**config.mk**
```make
export PLATFORM = sky130hd
export DESIGN_NAME = muxn_rr_reg
export DESIGN_NICKNAME = d
export VERILOG_FILES = /design/src/rtl/mux_pkg.sv /design/src/rtl/rr_arbiter.sv /design/src/rtl/muxn_rr_reg.sv
export SDC_FILE = /design/constraint.sdc
export NUM_CORES = 1
export LEC_CHECK = 0
export CORE_ASPECT_RATIO = 0.75
export CORE_MARGIN = 2
export CORE_UTILIZATION = 30
export DETAILED_ROUTE_END_ITERATION = 12
export MAX_ROUTING_LAYER = met4
export PLACE_DENSITY_LB_ADDON = 0.1
export SETUP_SLACK_MARGIN = 0.1
export SLEW_MARGIN = 20
export SYNTH_ARGS = -nofsm -noshare
export SYNTH_HDL_FRONTEND = slang
export SYNTH_SLANG_ARGS = --single-unit
```
**constraint.sdc**
```tcl
create_clock -name clk -period 2.1 [get_ports clk]
set_input_delay 0.315 -clock clk [delete_from_list [all_inputs] [get_ports clk]]
set_output_delay 0.315 -clock clk [all_outputs]
set_load 0.02 [all_outputs]
```
**src/rtl/mux_pkg.sv**
```systemverilog
// Shared definitions for the registered round-robin N:1 mux.
// Default sizes and arbitration mode encodings.
package mux_pkg;

    localparam int DEF_WIDTH    = 4;
    localparam int DEF_CHANNELS = 4;

    typedef enum logic {
        MODE_RR    = 1'b0,
        MODE_FIXED = 1'b1
    } mode_e;

endpackage

```
**src/rtl/rr_arbiter.sv**
```systemverilog
// Round-robin / fixed-priority arbiter with rotating pointer.
// Grant is combinational; pointer advances only on accepted round-robin grants.
module rr_arbiter
    import mux_pkg::*;
#(
    parameter int CHANNELS = DEF_CHANNELS,
    parameter int SELW     = $clog2(CHANNELS)
) (
    input  logic                clk,
    input  logic                rst_n,
    input  logic [CHANNELS-1:0] req,
    input  logic                mode,
    input  logic                advance,
    output logic [CHANNELS-1:0] grant,
    output logic [SELW-1:0]     grant_idx
);

    logic [SELW-1:0] r_ptr;
    logic [SELW-1:0] w_sel;
    logic            w_found;
    int              w_c;

    // Search upward from the pointer (or from 0 in fixed mode) for the first request
    always_comb begin
        grant     = '0;
        grant_idx = '0;
        w_found   = 1'b0;
        w_c       = 0;
        w_sel     = '0;
        for (int k = 0; k < CHANNELS; k++) begin
            if (mode == MODE_FIXED) begin
                w_c = k;
            end else begin
                w_c = (int'(r_ptr) + k) % CHANNELS;
            end
            w_sel = SELW'(w_c);
            if (!w_found && req[w_sel]) begin
                w_found      = 1'b1;
                grant[w_sel] = 1'b1;
                grant_idx    = w_sel;
            end
        end
    end

    // Pointer moves past the winner only when a round-robin grant is taken
    always_ff @(posedge clk or negedge rst_n) begin
        if (!rst_n) begin
            r_ptr <= '0;
        end else if (advance && mode == MODE_RR) begin
            if (grant_idx == SELW'(CHANNELS - 1)) begin
                r_ptr <= '0;
            end else begin
                r_ptr <= grant_idx + 1'b1;
            end
        end
    end

endmodule

```
**src/rtl/muxn_rr_reg.sv**
```systemverilog
// N:1 arbitrated mux feeding a single-entry output register.
// Loads whenever a request exists and the register is empty or draining.
module muxn_rr_reg
    import mux_pkg::*;
#(
    parameter int WIDTH    = DEF_WIDTH,
    parameter int CHANNELS = DEF_CHANNELS,
    parameter int SELW     = $clog2(CHANNELS)
) (
    input  logic                      clk,
    input  logic                      rst_n,
    input  logic [CHANNELS*WIDTH-1:0] in_data,
    input  logic [CHANNELS-1:0]       in_valid,
    output logic [CHANNELS-1:0]       in_ready,
    input  logic                      mode,
    output logic [WIDTH-1:0]          out_data,
    output logic [SELW-1:0]           out_sel,
    output logic                      out_valid,
    input  logic                      out_ready
);

    logic [CHANNELS-1:0] w_grant;
    logic [SELW-1:0]     w_idx;
    logic                w_load;
    logic [WIDTH-1:0]    r_data;
    logic [SELW-1:0]     r_sel;
    logic                r_valid;

    // Reset gating keeps in_ready low while rst_n is held
    assign w_load   = rst_n && (|in_valid) && (!r_valid || out_ready);
    assign in_ready = w_grant & {CHANNELS{w_load}};

    rr_arbiter #(
        .CHANNELS (CHANNELS),
        .SELW     (SELW)
    ) u_arb (
        .clk       (clk),
        .rst_n     (rst_n),
        .req       (in_valid),
        .mode      (mode),
        .advance   (w_load),
        .grant     (w_grant),
        .grant_idx (w_idx)
    );

    // Output register: replace on load, empty on drain, otherwise hold
    always_ff @(posedge clk or negedge rst_n) begin
        if (!rst_n) begin
            r_data  <= '0;
            r_sel   <= '0;
            r_valid <= 1'b0;
        end else if (w_load) begin
            r_data  <= in_data[int'(w_idx)*WIDTH +: WIDTH];
            r_sel   <= w_idx;
            r_valid <= 1'b1;
        end else if (out_ready) begin
            r_valid <= 1'b0;
        end
    end

    assign out_data  = r_data;
    assign out_sel   = r_sel;
    assign out_valid = r_valid;

endmodule

```
==> results of run 1 <==
per-stage QoR:
step,utilization [%],setup TNS (ps),total power [mW],hold WS [ps]
5_1_grt,59.58,-3516,2.649,454.1
3_5_place_dp,48.89,-8272,1.722,469.3
3_3_place_gp,48.89,-8085,1.702,468.7
6_report,59.58,-2577,2.480,441.9
2_1_floorplan,-,-208.7,1.111,19.41
4_1_cts,55.95,-2699,2.273,426.0
path summary, 6_finish.rpt:
check	startpoint	to	cells after the start
max	u_arb.r_ptr[1]	in_ready[2]	9
min	rst_n	out_sel[0]	2
max reg2reg	u_arb.r_ptr[1]	out_data[0]	7
min reg2reg	out_sel[1]	out_sel[1]	2
max in group asynchronous	rst_n	u_arb.r_ptr[1]	2
min in group clk	out_sel[1]	out_sel[1]	2
where the power goes:
| group | switching (mW) | internal (mW) |
|---|---|---|
| clock network | 0.0715 | 0.133 |
| registers | 0.0665 | 0.246 |
| logic | 0.944 | 1.02 |
layer usage:
metal	GRT usage (%)	share of wire, %
met5	-	0
met2	37.70	48
met4	3.333	1.2
met1	31.99	46
met3	4.191	5.0
repair_timing:
item	in CTS	in global routing
endpoints found under the setup margin	12	12
gates resized for setup	65	31
buffers inserted	15	7
pin swaps	18	19
hold buffers	0	0
cell usage after synthesis (3+ instances only):
| master | instances |
|---|---|
| o21ai_1 | 3 |
| nor2_1 | 11 |
| nand2b_1 | 4 |
| a211oi_1 | 5 |
| clkbuf_1 | 9 |
| mux2i_1 | 6 |
| or3b_1 | 3 |
| a22o_1 | 3 |
| and2_1 | 3 |
| nor3b_1 | 6 |
| o32ai_1 | 3 |
| nand2_1 | 18 |
| buf_2 | 5 |
| dfrtp_1 | 9 |
| a21oi_1 | 9 |
| o211ai_1 | 9 |
| a31oi_1 | 8 |
| nor3_1 | 9 |
| a211o_1 | 7 |
| o311ai_0 | 3 |
| o21ai_0 | 15 |
state kept, by name, indices dropped and copies added, names as in the netlist:
register and flops:
u_arb.r_ptr 2, out_data 4, out_valid 1, out_sel 2
logic make-up after synthesis:
group                  synth area share, %
and+or+nand+nor                      28.99
muxes                                6.881
AOI/OAI and AO/OA                    41.56
buffers and inverters                6.054
DFF                                  16.51
worst max-delay path: stages (launching register included):
cell,delay (ps)
dfrtp_2,450
buf_4,150
o21ba_4,210
o32ai_4,240
buf_4,210
nor4_4,50
a31oi_1,200
o22ai_2,120
and2_4,160
buf_4,150
final cells by class:
cell class | instances | area share, %
timing repair buffer | 111 | 36.58
inverter | 2 | 0.2854
multi-input combinational | 155 | 50.05
sequential | 9 | 8.658
tap | 57 | 2.712
clock buffer | 4 | 1.713
==> results.json, run 1 <==
{
  "relSlewSlack_pct": 73.22,
  "fp.dieW_um": 81.86,
  "area_growth_pct": 92.84,
  "hpwl_um": 4002,
  "drtIter0Drc": 129,
  "wl_per_cell_um": 17.14,
  "cap_violations": 0,
  "cp_max_fo": 6,
  "io_pins": 35,
  "final-seq-area_um2": 227.7,
  "p_leak_nw": 1.103,
  "cts.sinks": 9,
  "power.density_mw_per_mm2": 943.1,
  "fmax_mhz": 401.4,
  "cp.required_ps": 1780,
  "netlist_instances": 183,
  "yosysWarnings": 0,
  "initial_core_util_pct": 30.90,
  "wl_um": 5795,
  "drt_first_pass_iters": 4,
  "pre_cts_ws_ps": -971.0,
  "dr_total_vias": 1916,
  "cts_tree": "done",
  "finalSetupViolCount": 11,
  "ys_ff_latch": 9,
  "period_share_pct": 118.6,
  "final_nets": 306,
  "min_path_type": "input pin to async pin",
  "grt_start_max_net_pins": 13,
  "clk_transition_reported_paths_ps": 50,
  "rsz0062_at_grt": "true",
  "syn_avg_cell_area_um2": 7.453,
  "cts_buffer_depth": 2,
  "fin_crit_ps": 2491,
  "netlist_top_cells_area": "dfrtp_1 17%, o21ai_0 5.5%, nand2_1 5.0%",
  "place_inst": 314,
  "place.gp.congestion": 0.9013,
  "grt_overflow": 0,
  "row_count": 21,
  "syn-num-nets": 207,
  "drv_slew": 0,
  "synth.distinct_cells": 50,
  "synthArstFlopShare_pct": 100.0,
  "ant_nets": 0,
  "grt_pass1_wl_um": 9411,
  "hold_viol": 0,
  "status": "finished with violations",
  "h-tree-depth": 1,
  "synthesis.area_mm2": 0.001364,
  "startpoint_type": "flop",
  "drcViolationCount": 0,
  "die_h_um": 62.39,
  "die_area_mm2": 0.005107,
  "reg2reg_slack_ps": -300,
  "final_common_cell": "buf_4",
  "synthFlopType": "dfrtp_1",
  "diodes": 0,
  "grt_pass1_vias": 2004,
  "stdcell_count": 338,
  "core-area_mm2": 0.004414,
  "yosys.area.top_type_share_pct": 16.51,
  "worst_ep_arrival_time_ps": 2180,
  "ctsRootBufferMaster": "clkbuf_8",
  "numCtsBuffers": 3,
  "worstMarginPinSlew_ps": 397.5,
  "drive_gt1_share_pct": 48.04,
  "mostFrequentLayoutCells": "65 x buf_4, 25 x clkdlybuf4s50_1, 17 x nand2_1, 16 x buf_6, 10 x o21ai_0",
  "synth_edf_count": 0,
  "antenna_found_initial": 0,
  "multiInputGateArea_mm2": 0.001316,
  "grt_usage_pct": 23.63,
  "timing.final.ws_setup_ps": -391.0,
  "worstSetupEndpointType": "output pin",
  "fillCellCount": 377,
  "crit_type": "flop to output pin",
  "insertion_delay_ps": 240,
  "placed_area_mm2": 0.002158,
  "vias_per_cell": 5.669,
  "final_cell_area_mm2": 0.002630,
  "port_buffers": 34,
  "ys_seq_area_share_pct": 16.51,
  "ir_drop_v": 0.0004948,
  "violations": "setup timing",
  "synth_top_cell_by_area": "dfrtp_1",
  "fin_skew_ps": 5.588
}
Note: power is estimated with default switching activity, not from simulation.
==> run 2, diff against run 1 <==
--- a/config.mk
+++ b/config.mk
@@ -15,4 +15,5 @@
 export SLEW_MARGIN = 20
 export SYNTH_ARGS = -nofsm -noshare
 export SYNTH_HDL_FRONTEND = slang
+export SYNTH_HIERARCHICAL = 1
 export SYNTH_SLANG_ARGS = --single-unit
==> run 2 against run 1 <==
  * The run still ends with setup timing left
  * Die area shrank 19%
  * Count of clock-buffer cells in the layout is the same
  * Via count shrank 37%
  * Highest routed layer unchanged
  * Sequential power grew 4%
  * Combinational power shrank 22%
  * Synthesized cell count shrank 39%
  * Largest power group unchanged
  * Largest cell class unchanged
  * Global-route usage shrank 4.9 points
  * Non-clock buffer count shrank 29
  * Design area shrank 27%
  * Sequential share of layout area grew 3.1 points
  * Routed wire length shrank 36%
  * Utilization shrank 2.5 points
==> results.json, run 2 <==
{
  "status": "finished with violations",
  "violations": "setup timing",
  "yosys.area.top_type_share_pct": 20.79,
  "clk_transition_reported_paths_ps": 50,
  "row_count": 18,
  "ir_drop_v": 0.0006685,
  "crit_slowest_cell": "dfrtp_2",
  "mostFrequentLayoutCells": "42 x buf_4, 25 x clkdlybuf4s50_1, 10 x nand2_1, 9 x buf_6, 7 x dfrtp_1",
  "drcViolationCount": 0,
  "drive_gt1_share_pct": 51.05,
  "synth_common_cells": "11 x nand2_1, 9 x dfrtp_1, 6 x a21oi_1, 6 x inv_1, 6 x nor2_1",
  "switchingPower_mw": 0.7971,
  "finalSetupViolCount": 9,
  "reg2reg_slack_ps": -410,
  "ys_ff_latch": 9,
  "wl_per_cell_um": 16.07,
  "final-seq-area_um2": 227.7,
  "fillCellCount": 292,
  "cp_max_fo": 7,
  "synth_edf_count": 0,
  "ctsHoldBuffers": 0,
  "core-area_mm2": 0.003378,
  "grt_usage_pct": 18.73,
  "ant_nets": 0,
  "cts.sinks": 9,
  "rsz0062_at_grt": "true",
  "wl_um": 3695,
  "numCtsBuffers": 3,
  "io_pins": 35,
  "drtIter0Drc": 49,
  "p_seq_share_pct": 15.8,
  "cts_buffer_depth": 2,
  "diodes": 0,
  "ctsRootBufferMaster": "clkbuf_8",
  "p_sw_share_pct": 38.91,
  "port_buffers": 34,
  "grt_pass1_wl_um": 5844,
  "crit_chain": "buf_6, and2_4, a2111oi_4, a221oi_4, buf_4, o211ai_4, nand2_4, mux4_2, mux2_4",
  "synth.distinct_cells": 47,
  "cp.required_ps": 2210,
  "grt_pass1_vias": 1186,
  "hold_viol": 0,
  "insertion_delay_ps": 230,
  "slowest_delay_ps": 450,
  "synth_top_cell_by_area": "dfrtp_1",
  "placed_area_mm2": 0.001694,
  "combPwrFrac_pct": 74.3,
  "multiInputGateArea_um2": 865.8,
  "yosysMostFrequentCell": "nand2_1",
  "ys_seq_area_share_pct": 20.79,
  "grt_start_max_net_pins": 10,
  "final_cell_area_mm2": 0.001929,
  "die_h_um": 56.05,
  "final_common_cell": "buf_4",
  "startpoint_type": "flop",
  "grt_overflow": 0,
  "vias_per_cell": 5.248,
  "timing.final.ws_setup_ps": -405.1,
  "antenna_found_initial": 0,
  "die_area_mm2": 0.004113,
  "clockPowerShare_pct": 9.9,
  "syn_avg_cell_area_um2": 9.762,
  "final_nets": 215,
  "worstMarginPinSlew_ps": 398.4,
  "synthFlopType": "dfrtp_1",
  "cap_violations": 0,
  "fin_skew_ps": 1.229,
  "drv_slew": 0,
  "p_leak_nw": 0.8611,
  "fp.dieW_um": 73.40,
  "synthArstFlopShare_pct": 100.0,
  "crit_type": "flop to flop",
  "largest_reg_flops": 4,
  "dr_total_vias": 1207,
  "initial_core_util_pct": 32.07,
  "hpwl_um": 2878,
  "cts_tree": "done",
  "fmax_mhz": 399.2,
  "worstSetupEndpointType": "flop",
  "drt_first_pass_iters": 4,
  "tns_ps": -3129,
  "netlist_top_cells_area": "dfrtp_1 21%, mux2_4 6.9%, mux4_2 6.2%",
  "p_int_mw": 1.251,
  "worst_ep_arrival_time_ps": 2620,
  "min_path_type": "input pin to async pin",
  "area_growth_pct": 78.06,
  "h-tree-depth": 1,
  "synthesis.area_mm2": 0.001084,
  "place.gp.congestion": 0.8638,
  "relSlewSlack_pct": 73.44,
  "netlist_instances": 111,
  "period_share_pct": 119.3,
  "yosysWarnings": 6,
  "fin_crit_ps": 2505,
  "power.density_mw_per_mm2": 1062,
  "syn-num-nets": 135
}
-- run 2: changes by cell type after synthesis, moves of 5 or more --
cell      previous run  this run
nand3_1              0         5
o21ai_0             15         5
a211o_1              7         0
mux2_4               0         5
o211ai_1             9         1
nor2_1              11         6
a211oi_1             5         0
clkbuf_1             9         1
nor3_1               9         1
nor3b_1              6         0
nand2_1             18        11
a31oi_1              8         1
-- run 2: critical path: cells and delay by family (launching register included) --
family                 cells  cell delay, ps
buffers and inverters      2             310
and+or+nand+nor            2             280
AOI/OAI and AO/OA          3             630
DFF                        1             450
muxes                      2             710
-- run 2: area by class of cell --
cell class                      instances  share of cell area, %
Timing Repair Buffer                   82                  37.22
Tap cell                               40                  2.594
Multi-Input combinational cell         89                  44.88
Sequential cell                         9                  11.80
Clock buffer                            4                  2.335
Inverter                                6                  1.167
-- run 2: per-layer routing --
layer	global-route usage, %	vias up	wire, µm
met1	27.05	579	1673
met4	2.338	0	30
met3	3.442	4	283
met2	27.93	43	1707
met5	-	-	0
li1	-	581	-
-- run 2: path summary, 6_finish.rpt --
check,start,endpoint,cells after the start
max,u_arb/r_ptr[0],out_data[3],9
min,rst_n,out_data[2],2
max reg2reg,u_arb/r_ptr[0],out_data[3],9
min reg2reg,out_data[0],out_data[0],1
max in group asynchronous,rst_n,u_arb/r_ptr[0],2
min in group clk,out_data[0],out_data[0],1
-- run 2: stage by stage --
stage | power (mW) | instances | util, % | hold WS [ps] | setup slack (ps)
after floorplan | 1.079 | 111 | - | 19.41 | -230.9
after CTS | 1.940 | 225 | 54.81 | 510.2 | -402.7
final | 2.049 | 230 | 57.11 | 506.1 | -405.1
after global routing | 2.174 | 230 | 57.11 | 522.8 | -486.7
after global placement | 1.569 | 214 | 50.15 | 492.9 | -945.7
after detailed placement | 1.563 | 214 | 50.15 | 498.3 | -958.7
-- run 2: kinds of logic (layout without fill, tap and decap cells) --
| group | count (synthesis) | in the layout | share of synthesized area, % |
|---|---|---|---|
| AND/OR/NAND/NOR | 40 | 40 | 20.79 |
| AO/OA/AOI/OAI | 36 | 36 | 31.87 |
| multiplexers | 13 | 13 | 19.40 |
| buffers and inverters | 13 | 92 | 7.159 |
| flip-flops | 9 | 9 | 20.79 |
-- run 2: timing repair --
action	4_1_cts	5_1_grt
buffers inserted	7	5
endpoints found under the setup margin	12	11
gates resized for setup	42	12
pin swaps	10	4
-- run 2: power by group through the flow --
stage | Sequential [mW] | Combinational, mW | Clock (mW)
after CTS | 0.323 | 1.41 | 0.209
after global placement | 0.319 | 1.25 | 0
final | 0.324 | 1.52 | 0.202
after global routing | 0.337 | 1.62 | 0.222
after floorplan | 0.362 | 0.717 | 0
after detailed placement | 0.321 | 1.24 | 0
==> run 3, diff against run 2 <==
--- a/config.mk
+++ b/config.mk
@@ -15,5 +15,4 @@
 export SLEW_MARGIN = 20
 export SYNTH_ARGS = -nofsm -noshare
 export SYNTH_HDL_FRONTEND = slang
-export SYNTH_HIERARCHICAL = 1
 export SYNTH_SLANG_ARGS = --single-unit
==> constraint.sdc (replaced) <==
create_clock -name clk -period 2 [get_ports clk]
set_input_delay 0.3 -clock clk [delete_from_list [all_inputs] [get_ports clk]]
set_output_delay 0.3 -clock clk [all_outputs]
set_load 0.02 [all_outputs]
==> run 3 against run 2 <==
  * The run still ends with setup timing left
  * Via count grew 55%
  * Fmax up 1.5%
  * Global-route usage up 4.7 points
  * Clock skew up 6.6 ps
  * Final cell count is 48% higher
  * Utilization rose by 1.1 points
  * Critical path type unchanged
  * Critical endpoint is now out_data[0]
==> results.json, run 3 (same netlist as run 1, synthesis figures left out) <==
{
  "status": "finished with violations",
  "violations": "setup timing",
  "io_pins": 35,
  "hold-worst-slack_ps": 405.4,
  "port_buffers": 34,
  "die_h_um": 62.39,
  "fin_skew_ps": 7.849,
  "hpwl_um": 4226,
  "drive_gt1_share_pct": 45.77,
  "cp_top_family": "simple AND/OR/NAND/NOR gates",
  "ctsRootBufferMaster": "clkbuf_8",
  "multiInputGateArea_mm2": 0.001252,
  "cap_violations": 0,
  "relSlewSlack_pct": 69.78,
  "min_path_type": "input pin to async pin",
  "rsz0062_at_grt": "true",
  "core-area_mm2": 0.004414,
  "numCtsBuffers": 3,
  "p_int_mw": 1.435,
  "clk_transition_reported_paths_ps": 50,
  "drv_slew": 0,
  "diodes": 0,
  "crit_chain": "nand2b_4, mux4_2, buf_6, or3_4, mux2i_4, or3b_1, a32oi_1",
  "wl_um": 5555,
  "hold_viol": 0,
  "grt_usage_pct": 23.42,
  "fmax_mhz": 405.0,
  "slowest_delay_ps": 530,
  "stdcell_count": 341,
  "worst_ep_arrival_time_ps": 2610,
  "final_common_cell": "buf_4",
  "cts.sinks": 9,
  "fillCellCount": 407,
  "switchingPower_mw": 1.080,
  "grt_start_max_net_pins": 15,
  "tns_ps": -4277,
  "insertion_delay_ps": 240,
  "wl_per_cell_um": 16.29,
  "place_inst": 320,
  "crit_slowest_cell": "mux4_2",
  "crit_cells": 7,
  "p_leak_nw": 1.087,
  "grt_overflow": 0,
  "combPwrFrac_pct": 78.4,
  "ctsHoldBuffers": 0,
  "dr_total_vias": 1866,
  "cts_tree": "done",
  "crit_type": "flop to flop",
  "cp_max_fo": 6,
  "ir_drop_v": 0.0004910,
  "clockPowerShare_pct": 8.5,
  "grt_pass1_wl_um": 9170,
  "power.density_mw_per_mm2": 978.5,
  "worstSetupEndpointType": "flop",
  "cts_buffer_depth": 2,
  "final_util_pct": 58.22,
  "timing.rr.start": "u_arb.r_ptr[1]",
  "die_area_mm2": 0.005107,
  "largest_reg_flops": 4,
  "p_sw_share_pct": 42.96,
  "r2r_cells": 7,
  "timing.final.ws_setup_ps": -468.9,
  "period_share_pct": 123.4,
  "startpoint_type": "flop",
  "row_count": 21,
  "area_growth_pct": 88.44,
  "cp.required_ps": 2140,
  "final_nets": 309,
  "critPathBufInv": 1,
  "mostFrequentLayoutCells": "73 x buf_4, 25 x clkdlybuf4s50_1, 18 x nand2_1, 11 x o21ai_0, 11 x buf_6",
  "drt_first_pass_iters": 4,
  "place.gp.congestion": 0.9035,
  "final-seq-area_um2": 227.7,
  "drtIter0Drc": 52,
  "p_seq_share_pct": 13.2,
  "ant_nets": 0,
  "vias_per_cell": 5.472,
  "worstMarginPinSlew_ps": 451.4,
  "crit_start": "u_arb.r_ptr[1]",
  "initial_core_util_pct": 30.90,
  "finalSetupViolCount": 11,
  "fin_crit_ps": 2469,
  "antenna_found_initial": 0,
  "h-tree-depth": 1,
  "drcViolationCount": 0,
  "fp.dieW_um": 81.86,
  "grt_pass1_vias": 1912
}
## run 3: cell count changes in the layout (fill, tap and decap cells not counted), moves of 5 or more
cell / previous run / this run
mux2_4: 6 / 1
nor3b_1: 0 / 6
nor3_1: 0 / 5
nand3_1: 5 / 0
a31oi_1: 1 / 8
o211ai_1: 1 / 9
a211o_1: 0 / 7
nand2_1: 10 / 18
o21ai_0: 5 / 11
buf_4: 42 / 73
## run 3: layout make-up
cell class | instances | share of cell area, %
sequential | 9 | 8.861
tap | 57 | 2.775
inverter | 2 | 0.2921
clock buffer | 4 | 1.753
timing repair buffer | 114 | 37.59
multi-input combinational | 155 | 48.73
## run 3: power groups by stage
stage	Sequential [mW]	Clock (mW)	Combinational (mW)
6_report	0.331	0.213	1.97
5_1_grt	0.341	0.233	2.10
4_1_cts	0.331	0.216	1.85
3_5_place_dp	0.327	0	1.54
3_3_place_gp	0.320	0	1.53
2_1_floorplan	0.362	0	0.789
## run 3: stage by stage
stage               setup WS [ps]  area (µm²)  power, mW
CTS                        -464.8        2476      2.394
floorplan                  -183.3        1386      1.151
detailed placement          -1053        2192      1.867
global route               -528.1        2570      2.677
global placement            -1084        2192      1.853
finish                     -468.9        2570      2.515
## run 3: path summary, 6_finish.rpt
kind / to / slack [ps]
worst min-delay path: u_arb.r_ptr[0] / 410
max in group asynchronous: u_arb.r_ptr[1] / 1440
worst max register to register: out_data[0] / -470
worst max-delay path: out_data[0] / -470
worst min register to register: out_sel[1] / 500
min in group clk: out_sel[1] / 500
## run 3: repair_timing
action | CTS | global route
endpoints found under the setup margin | 12 | 12
pin swaps | 20 | 16
cloned | 0 | 0
resized for setup | 60 | 15
buffers inserted | 12 | 6
## run 3: worst reg2reg max path, stage by stage, from the launching register on
cell and delay [ps]:
dfrtp_2 460, nand2b_4 100, mux4_2 530, buf_6 150, or3_4 360, mux2i_4 210, or3b_1 350, a32oi_1 220
## run 3: per-layer routing
metal  track usage (%)  up-vias  routed length (µm)
li1                  -      917                   -
met1             32.07      908                2744
met2             37.40       37                2609
met3             4.191        4                 182
met4             2.500        0                  19
met5                 -        -                   0
